<file path="src/rtl/framebuffer_writer_pkg.sv">
// Shared constants, types and FSM encoding for the framebuffer write path.
// Pure declarations; no timing or backpressure of its own.
package fb_pkg;
  localparam int H_RES       = 640;
  localparam int V_RES       = 480;
  localparam int ADDR_W      = 20;
  localparam int SHADE_W     = 6;
  localparam int MAX_SHADE   = 23;
  localparam int CLEAR_SHADE = 0;

  typedef logic [ADDR_W-1:0]  fb_addr_t;
  typedef logic [SHADE_W-1:0] shade_t;

  typedef enum logic {
    RUN   = 1'b0,
    CLEAR = 1'b1
  } fb_wr_state_t;
endpackage

</file>
<file path="src/rtl/framebuffer_writer_if.sv">
// Renderer pixel stream (x, y, shade) with valid/ready handshake.
// Transfer happens on a rising edge with valid && ready; no latency inside the interface.
interface fb_pixel_if;
  import fb_pkg::*;

  logic               valid;
  logic               ready;
  logic signed [15:0] x;
  logic signed [15:0] y;
  shade_t             shade;

  modport master (output valid, x, y, shade, input ready);
  modport slave  (input valid, x, y, shade, output ready);
endinterface

</file>
<file path="src/rtl/fb_pixel_clip.sv">
// Combinational pixel check: on-screen test, linear address, shade clamp to the palette.
// Zero latency, no handshake; results are only meaningful when in_range_o is high.
module fb_pixel_clip #(
  parameter int H_RES     = fb_pkg::H_RES,
  parameter int V_RES     = fb_pkg::V_RES,
  parameter int MAX_SHADE = fb_pkg::MAX_SHADE
) (
  input  logic signed [15:0] x_i,
  input  logic signed [15:0] y_i,
  input  fb_pkg::shade_t     shade_i,
  output logic               in_range_o,
  output fb_pkg::fb_addr_t   addr_o,
  output fb_pkg::shade_t     shade_o
);
  import fb_pkg::*;

  always_comb begin
    in_range_o = (x_i >= 16'sd0) && (int'(x_i) < H_RES) &&
                 (y_i >= 16'sd0) && (int'(y_i) < V_RES);
    // Off-screen coordinates give a garbage address, but nothing uses it then.
    addr_o  = fb_addr_t'(32'(H_RES) * 32'(y_i) + 32'(x_i));
    shade_o = (shade_i > shade_t'(MAX_SHADE)) ? shade_t'(MAX_SHADE) : shade_i;
  end
endmodule

</file>
<file path="src/rtl/framebuffer_writer.sv">
// Drives frame BRAM port A from the pixel stream (1-cycle latency, 1 pixel/cycle) or a full clear sweep.
// s_ready drops while clearing or when a clear is requested; the BRAM never stalls.
module framebuffer_writer #(
  parameter int H_RES       = fb_pkg::H_RES,
  parameter int V_RES       = fb_pkg::V_RES,
  parameter int MAX_SHADE   = fb_pkg::MAX_SHADE,
  parameter int CLEAR_SHADE = fb_pkg::CLEAR_SHADE
) (
  input  logic             clk,
  input  logic             rst_n,
  fb_pixel_if.slave        pix,
  input  logic             clear_start,
  output logic             busy,
  output logic             clear_done,
  output logic [15:0]      drop_count,
  output logic             en_write_framebuffer,
  output fb_pkg::fb_addr_t framebuffer_addr,
  output fb_pkg::shade_t   framebuffer_data
);
  import fb_pkg::*;

  localparam int       TOTAL     = H_RES * V_RES;
  localparam fb_addr_t LAST_ADDR = fb_addr_t'(TOTAL - 1);

  fb_wr_state_t state_q, state_d;
  fb_addr_t     cnt_q, cnt_d;
  logic         busy_q, busy_d;
  logic         done_q, done_d;
  logic [15:0]  drop_q, drop_d;
  logic         en_q, en_d;
  fb_addr_t     addr_q, addr_d;
  shade_t       data_q, data_d;

  logic     accept;
  logic     pix_in_range;
  fb_addr_t pix_addr;
  shade_t   pix_shade;

  // A clear request wins over a pixel offered in the same cycle.
  assign pix.ready = (state_q == RUN) && !clear_start;
  assign accept    = pix.valid && pix.ready;

  fb_pixel_clip #(
    .H_RES     (H_RES),
    .V_RES     (V_RES),
    .MAX_SHADE (MAX_SHADE)
  ) u_clip (
    .x_i        (pix.x),
    .y_i        (pix.y),
    .shade_i    (pix.shade),
    .in_range_o (pix_in_range),
    .addr_o     (pix_addr),
    .shade_o    (pix_shade)
  );

  always_comb begin
    state_d = state_q;
    cnt_d   = cnt_q;
    done_d  = 1'b0;
    drop_d  = drop_q;
    en_d    = 1'b0;
    addr_d  = addr_q;
    data_d  = data_q;
    case (state_q)
      RUN: begin
        if (clear_start) begin
          state_d = CLEAR;
          cnt_d   = '0;
        end else if (accept) begin
          if (pix_in_range) begin
            en_d   = 1'b1;
            addr_d = pix_addr;
            data_d = pix_shade;
          end else if (drop_q != 16'hFFFF) begin
            drop_d = drop_q + 16'd1;
          end
        end
      end
      CLEAR: begin
        en_d   = 1'b1;
        addr_d = cnt_q;
        data_d = shade_t'(CLEAR_SHADE);
        cnt_d  = cnt_q + 1'b1;
        if (cnt_q == LAST_ADDR) begin
          done_d  = 1'b1;
          state_d = RUN;
        end
      end
      default: state_d = RUN;
    endcase
    // Busy stays up through the final strobe so it frames every clear write.
    busy_d = (state_d == CLEAR) || done_d;
  end

  always_ff @(posedge clk or negedge rst_n) begin
    if (!rst_n) begin
      state_q <= RUN;
      cnt_q   <= '0;
      busy_q  <= 1'b0;
      done_q  <= 1'b0;
      drop_q  <= '0;
      en_q    <= 1'b0;
      addr_q  <= '0;
      data_q  <= '0;
    end else begin
      state_q <= state_d;
      cnt_q   <= cnt_d;
      busy_q  <= busy_d;
      done_q  <= done_d;
      drop_q  <= drop_d;
      en_q    <= en_d;
      addr_q  <= addr_d;
      data_q  <= data_d;
    end
  end

  assign busy                 = busy_q;
  assign clear_done           = done_q;
  assign drop_count           = drop_q;
  assign en_write_framebuffer = en_q;
  assign framebuffer_addr     = addr_q;
  assign framebuffer_data     = data_q;
endmodule

</file>
<file path="src/flat_wrapper.sv">
// flat-port wrapper written by rule: the top's interface ports become plain ports
module framebuffer_writer_flat import fb_pkg::*;
#(
  parameter int H_RES       = fb_pkg::H_RES,
  parameter int V_RES       = fb_pkg::V_RES,
  parameter int MAX_SHADE   = fb_pkg::MAX_SHADE,
  parameter int CLEAR_SHADE = fb_pkg::CLEAR_SHADE
)
  (clk, rst_n, clear_start, busy, clear_done, drop_count, en_write_framebuffer, framebuffer_addr, framebuffer_data, pix_valid, pix_x, pix_y, pix_shade, pix_ready);
  fb_pixel_if pix_i ();
  input  logic clk;
  input  logic rst_n;
  input  logic clear_start;
  output logic busy;
  output logic clear_done;
  output logic [15:0] drop_count;
  output logic en_write_framebuffer;
  output fb_pkg::fb_addr_t framebuffer_addr;
  output fb_pkg::shade_t framebuffer_data;
  input wire logic [$bits(pix_i.valid)-1:0] pix_valid;
  input wire logic [$bits(pix_i.x)-1:0] pix_x;
  input wire logic [$bits(pix_i.y)-1:0] pix_y;
  input wire logic [$bits(pix_i.shade)-1:0] pix_shade;
  output wire logic [$bits(pix_i.ready)-1:0] pix_ready;
  assign pix_i.valid = pix_valid;
  assign pix_i.x = pix_x;
  assign pix_i.y = pix_y;
  assign pix_i.shade = pix_shade;
  assign pix_ready = pix_i.ready;
  framebuffer_writer #(.H_RES(H_RES), .V_RES(V_RES), .MAX_SHADE(MAX_SHADE), .CLEAR_SHADE(CLEAR_SHADE)) u_core (.clk(clk), .rst_n(rst_n), .pix(pix_i), .clear_start(clear_start), .busy(busy), .clear_done(clear_done), .drop_count(drop_count), .en_write_framebuffer(en_write_framebuffer), .framebuffer_addr(framebuffer_addr), .framebuffer_data(framebuffer_data));
endmodule
</file>
<file path="config.mk">
export PLATFORM = sky130hd
export DESIGN_NAME = framebuffer_writer_flat
export DESIGN_NICKNAME = d
export VERILOG_FILES = /design/src/rtl/framebuffer_writer_pkg.sv /design/src/rtl/framebuffer_writer_if.sv /design/src/rtl/fb_pixel_clip.sv /design/src/rtl/framebuffer_writer.sv /design/src/flat_wrapper.sv
export SDC_FILE = /design/constraint.sdc
export NUM_CORES = 1
export LEC_CHECK = 0
export CORE_UTILIZATION = 56
export DETAILED_ROUTE_END_ITERATION = 16
export GPL_TIMING_DRIVEN = 0
export PLACE_DENSITY = 0.87
export SYNTH_ARGS = -nofsm -noshare
export SYNTH_HDL_FRONTEND = slang
export SYNTH_SLANG_ARGS = --single-unit
</file>
<file path="constraint.sdc">
create_clock -name clk -period 3.98 [get_ports clk]
set_input_delay 0.398 -clock clk [delete_from_list [all_inputs] [get_ports clk]]
set_output_delay 0.398 -clock clk [all_outputs]
set_load 0.02 [all_outputs]
</file>
==> flow_summary.yaml, run 1 <==
placed_design:
  place_congestion: 0.906
  numPortBuffers: 87
  hpwl_mm: 7.77
  dp_cells: 627
  placed_area_um2: 5080
floorplanning:
  core_um2: 6940
  dieArea_um2: 7660
  num_rows: 30
  dieHeight_um: 87.5
  pin_count: 88
  start_util_pct: 59.0
  die_width_um: 87.5
timing:
  maxSlewHeadroom_pct: 45.7
  fin_crit_ps: 3790
  final_max_slew_viol_count: 0
  fin_crit_sh_pct: 95.2
  tightest_slew_ps: 814
  hold_viol: 0
  finClkSkew_ps: 5.81
  max_freq_ghz: 0.264
  setup_viol: 0
  rsz0062_at_grt: "false"
final_layout:
  diodes: 0
  syn2layout_area_growth_pct: 29.1
  fin_area_um2: 5290
  final_cells: 644
  nNetsFinal: 621
  final.fill_count: 496
  multiInputGateArea_um2: 2320
  drive_gt1_share_pct: 5.47
  regArea_um2: 1650
global_route:
  grt_pass1_vias: 3642
  grt-ovfl-total: 0
  track_usage_pct: 28.3
  grt_start_max_net_pins: 67
  grt_antenna_before_repair: 0
  grt_pass1_wl_mm: 16.7
cts:
  cts.htree.levels: 3
  cts_tree: "built"
  numCtsBuffers: 9
  cts.sinks: 66
  clock_path_buffers: 2
  root_buffer: "clkbuf_8"
  clk_pin_slew_ps: 70
  insertion_delay_ps: 340
  cts_hold_buf: 0
outcome:
  status: "completed"
critical_path:
  critPathMostFrequentCell: "ha_1"
  timing.rr.start: "u_core.state_q"
  crit_arrival_ps: 4000
  crit_required_ps: 4190
  critical_path_class: "in2reg"
  critPathSlowestCell: "clkdlybuf4s50_1"
  cp-start-kind: "primary input"
  worstReg2RegEnd: "u_core.drop_count[7]"
  crit_path_cell_trace: "clkdlybuf4s50_1, ha_1, ha_1, inv_1, fa_1, nor2b_1, o21ai_1, a21boi_2, o21ai_0, nor2b_1, xnor2_1, ha_1, nand2_1, nor3_1, o31a_1, or3_1, a31oi_2, o21ai_1"
  cpPeakStageDelay_ps: 460
  ff2ff_path_depth: 6
  r2r_slack_ps: 1740
  cp-end-kind: "flip-flop"
  path_max_fanout: 4
detailed_routing:
  vias: 3694
  drc: 0
  drt_wl_total_mm: 10.2
  drtAntennaViolNets: 0
  firstDrtPassIters: 4
  route.detailed.wl_per_inst_um: 15.9
  routed_via_density: 5.74
  drt-initial-drc-count: 195
synthesis:
  synth_fp_nets: 522
  yosysSeqAreaShare_pct: 40.3
  postSynthCellCount: 444
  yosys_register_bits: 66
  yosys_warnings: 0
  ys_types: 48
  netlist_area_um2: 4100
  postSynthAreaPerCell_um2: 9.22
power_and_ir_drop:
  power.density_nw_per_um2: 429
  power_leakage_nw: 2.37
  ir_drop_v: 0.000370
run:
  maxCapViolCount: 0
hold_path:
  hold_path.class: "in2async"
[timing repair]
| item | CTS | global route |
|---|---|---|
| gates resized for setup | 0 | 5 |
| buffers inserted | 0 | 1 |
| setup endpoints to repair | 0 | 2 |
[state kept, by name (all words and copies together), names as in the netlist]
signal,cells
u_core.cnt_q,20
u_core.framebuffer_addr,20
u_core.drop_count,16
u_core.framebuffer_data,6
u_core.busy,1
u_core.clear_done,1
u_core.en_write_framebuffer,1
u_core.state_q,1
[Yosys cell counts, drive strengths merged]
master	n	area share (%)
buf	4	0.95
or2	3	0.46
nand3	25	3.2
o211ai	8	1.5
or3	4	0.61
a31oi	3	0.46
nor4b	1	0.21
nand3b	1	0.18
clkbuf	10	0.95
a21boi	1	0.18
nand2b	1	0.34
xnor2	16	3.4
dfrtp	66	40
fa	2	0.98
o31ai	4	0.73
inv	14	1.3
xor2	12	2.6
o31a	2	0.43
o21a	3	0.55
and2	3	0.46
o22ai	2	0.31
mux2	1	0.27
a41oi	1	0.21
o21ai	38	4.6
and3	12	1.8
a311o	1	0.24
and4	2	0.43
a211oi	6	1.1
a2111o	2	0.55
o21bai	3	0.55
nor4	3	0.46
a21o	6	1.1
o41a	1	0.27
ha	34	10
mux2i	13	3.2
a21oi	24	2.9
nor2b	6	0.92
nand2	53	4.9
nor2	28	2.6
nor3	14	1.7
nand4	11	1.7
[layer usage]
layer | track usage, % | part of all wire [%]
met2 | 48.2 | 49
met3 | 6.26 | 4.4
met1 | 36.7 | 45
met4 | 7.15 | 1.8
met5 | 0 | 0
[worst max-delay path by stage]
stage | to | startpoint | cells past startpoint
floorplan | u_core.framebuffer_addr[19] | pix_y[1] | 17
detailed placement | u_core.framebuffer_addr[17] | pix_y[1] | 18
global route | u_core.framebuffer_addr[17] | pix_y[1] | 18
finish | u_core.framebuffer_addr[17] | pix_y[1] | 18
global placement | u_core.framebuffer_addr[17] | pix_y[1] | 18
CTS | u_core.framebuffer_addr[17] | pix_y[1] | 18
[placed cells by master, fill, tap and decap left out, types with 3 or more instances in the layout]
cell / n
clkdlybuf4s50_1: 86
dfrtp_1: 66
nand2_1: 53
ha_1: 34
o21ai_0: 32
nor2_1: 27
nand3_1: 24
a21oi_1: 24
xnor2_1: 16
nor3_1: 14
inv_1: 14
mux2i_1: 13
and3_1: 12
xor2_1: 12
nand4_1: 11
clkbuf_1: 10
clkbuf_8: 9
o211ai_1: 8
a21o_1: 6
a211oi_1: 6
o21ai_1: 6
nor2b_1: 6
or3_1: 4
o31ai_1: 4
clkinv_2: 4
o21bai_1: 3
buf_6: 3
nor4_1: 3
o21a_1: 3
[where the power goes]
part / leakage (nW) / internal, mW / switching (mW)
logic: 1.48 / 0.378 / 0.420
clock network: 0.0958 / 0.285 / 0.248
registers: 0.801 / 0.802 / 0.135
[cell type report]
class | instances | area share, %
Sequential cell | 66 | 31.2
Clock buffer | 10 | 2.41
Buffer | 14 | 1.47
Inverter | 14 | 0.994
Multi-Input combinational cell | 350 | 44.0
Tap cell | 96 | 2.27
Clock inverter | 6 | 1.09
Timing Repair Buffer | 88 | 16.6
[cells by family after synthesis]
kind of cell	synth area share, %
compound gates	15.7
xor+xnor	5.99
fa+ha+maj	11.4
buf+inv	3.18
flops	40.3
mux	3.45
simple gates	20.0
[metrics by stage]
stage / setup slack, ps / util [%] / TNS (ps) / power (mW) / hold WS [ps]
6_report: 192 / 76.1 / 0 / 2.27 / 152
5_1_grt: 8.84 / 76.1 / 0 / 2.41 / 226
4_1_cts: 105 / 75.9 / 0 / 2.26 / 178
3_5_place_dp: -233 / 73.2 / -440 / 1.73 / 482
3_3_place_gp: -81.8 / 73.2 / -120 / 1.69 / 474
2_1_floorplan: 684 / - / 0 / 1.40 / 102
[worst max-delay path: cells and delay by family]
family / cells / cell delay (ps)
compound gates: 6 / 820
xor+xnor: 1 / 120
fa+ha+maj: 4 / 1250
buf+inv: 2 / 530
simple gates: 5 / 880
Note: power is estimated with default switching activity, not from simulation.
==> run 2, diff against run 1 <==
--- a/config.mk
+++ b/config.mk
@@ -6,9 +6,10 @@
 export NUM_CORES = 1
 export LEC_CHECK = 0
 export CORE_UTILIZATION = 56
+export CTS_CLUSTER_DIAMETER = 80
 export DETAILED_ROUTE_END_ITERATION = 16
 export GPL_TIMING_DRIVEN = 0
-export PLACE_DENSITY = 0.87
+export PLACE_DENSITY = 0.95
 export SYNTH_ARGS = -nofsm -noshare
 export SYNTH_HDL_FRONTEND = slang
 export SYNTH_SLANG_ARGS = --single-unit
==> run 2 against run 1 <==
Effect of this change:
- non-clock buffer count unchanged
- critical path depth unchanged
- via count increased by 5.5%
- wire length increased by 11%
- hold slack got worse by 18 ps
- worst setup slack improved by 3.2 ps
- clock power increased by 20%
- combinational power increased by 3.5%
- die area unchanged
- total power increased by 6.1%
- count of clock-buffer cells in the layout unchanged
==> flow_summary.yaml, run 2 (synthesized netlist as in run 1, its figures left out) <==
outcome:
  status: "completed"
hold_path:
  hold_path.class: "in2async"
floorplanning:
  die_width_um: 87.5
  start_util_pct: 59.0
  core_um2: 6940
  dieHeight_um: 87.5
  pin_count: 88
  num_rows: 30
  dieArea_um2: 7660
final_layout:
  fin_area_um2: 5340
  layout_common_cells: "clkdlybuf4s50_1 (86), dfrtp_1 (66), nand2_1 (53)"
  final.fill_count: 421
  multiInputGateArea_um2: 2330
  final_common_cell: "clkdlybuf4s50_1"
  drive_gt1_share_pct: 6.02
  diodes: 0
  nNetsFinal: 621
  syn2layout_area_growth_pct: 30.3
  regArea_um2: 1650
timing:
  final_max_slew_viol_count: 0
  tightest_slew_ps: 894
  setup_viol: 0
  tns_ps: 0
  maxSlewHeadroom_pct: 39.9
  hold_viol: 0
  max_freq_ghz: 0.264
  fin_crit_sh_pct: 95.1
  fin_crit_ps: 3790
  finClkSkew_ps: 17.0
cts:
  cts.htree.levels: 3
  clock_path_buffers: 2
  root_buffer: "clkbuf_8"
  numCtsBuffers: 9
  insertion_delay_ps: 360
  cts.sinks: 66
  clk_pin_slew_ps: 70
  cts_hold_buf: 0
  cts_tree: "built"
placed_design:
  numPortBuffers: 87
  placed_area_um2: 5080
  place_congestion: 0.894
  hpwl_mm: 8.22
global_route:
  grt-ovfl-total: 0
  grt_start_max_net_pins: 67
  grt_antenna_before_repair: 0
  grt_pass1_vias: 3872
  grt_pass1_wl_mm: 17.8
  track_usage_pct: 30.7
run:
  maxCapViolCount: 0
power_and_ir_drop:
  clkPwrFrac_pct: 26.6
  seq_power_share_pct: 39.0
  ir_drop_v: 0.000273
  combPwrFrac_pct: 34.4
  power_leakage_nw: 2.39
  intPower_mw: 1.55
  power.switching_mw: 0.850
  swShare_pct: 35.4
  power.density_nw_per_um2: 451
detailed_routing:
  route.detailed.wl_per_inst_um: 17.6
  firstDrtPassIters: 5
  drt-initial-drc-count: 333
  vias: 3899
  drt_wl_total_mm: 11.3
  routed_via_density: 6.05
  drtAntennaViolNets: 0
  drc: 0
critical_path:
  path_delay_family: "adder cells"
  critical_path_class: "in2reg"
  crit_path_cell_trace: "clkdlybuf4s50_1, ha_1, ha_2, inv_1, fa_1, nor2b_1, o21ai_0, a21boi_1, o21ai_2, nor2b_1, xnor2_1, ha_1, nand2_1, nor3_1, o31a_1, or3_4, a31oi_2, o21ai_1"
  cpPeakStageDelay_ps: 460
  cp-end-kind: "flip-flop"
  crit_required_ps: 4190
  crit_arrival_ps: 4000
  critPathSlowestCell: "clkdlybuf4s50_1"
  path_max_fanout: 3
  cp-start-kind: "primary input"
  crit_buf_inv: 2
## run 2: power by group through the flow
stage | clock network, mW | logic (mW) | registers, mW
floorplan | 0 | 0.402 | 0.996
global placement | 0 | 0.756 | 0.927
detailed placement | 0 | 0.795 | 0.940
CTS | 0.644 | 0.808 | 0.930
global route | 0.683 | 0.895 | 0.949
finish | 0.641 | 0.827 | 0.937
## run 2: worst paths after layout
path                                       startpoint                     endpoint  slack [ps]  cells past startpoint
worst min-delay path                            rst_n   u_core.framebuffer_addr[1]         130                      1
min in group clk                u_core.drop_count[12]        u_core.drop_count[12]         490                      1
max in group asynchronous                       rst_n              u_core.cnt_q[1]        3300                      1
worst min register to register  u_core.drop_count[12]        u_core.drop_count[12]         490                      1
worst max-delay path                         pix_y[1]  u_core.framebuffer_addr[17]         190                     18
worst max register to register         u_core.state_q        u_core.drop_count[15]        1670                      6
## run 2: per-stage QoR
step                      setup slack (ps)  utilization [%]  instances  power, mW  hold slack, ps
after floorplan                        684                -        444       1.40             102
after global placement               -67.6             73.2        627       1.68             475
after detailed placement              -176             73.2        627       1.73             475
after CTS                              126             76.5        643       2.38             159
after global routing                  -123             76.8        644       2.53             204
final                                  195             76.8        644       2.41             134
## run 2: what timing repair did
action / in CTS / in global routing
setup buffers: 0 / 1
gates resized for setup: 0 / 8
endpoints found under the setup margin: 0 / 2
## run 2: worst register-to-register path, stage by stage (launching register included)
cell and delay (ps):
dfrtp_1 440, nor2_2 280, nand2_1 150, o21bai_1 220
nor3_1 750, nand3_1 200, xnor2_1 170
## run 2: cell type report
class                           instances  share of cell area [%]
Tap cell                               96                    2.25
Inverter                               14                   0.985
Clock inverter                          6                    1.67
Buffer                                 14                    1.45
Multi-Input combinational cell        350                    43.7
Sequential cell                        66                    31.0
Clock buffer                           10                    2.58
Timing Repair Buffer                   88                    16.4
## run 2: per-layer routing
metal  part of all wire (%)  GRT usage (%)
met1                     40           36.3
met2                     51           54.3
met3                    6.3           5.50
met4                    2.3           14.3
met5                      0              0
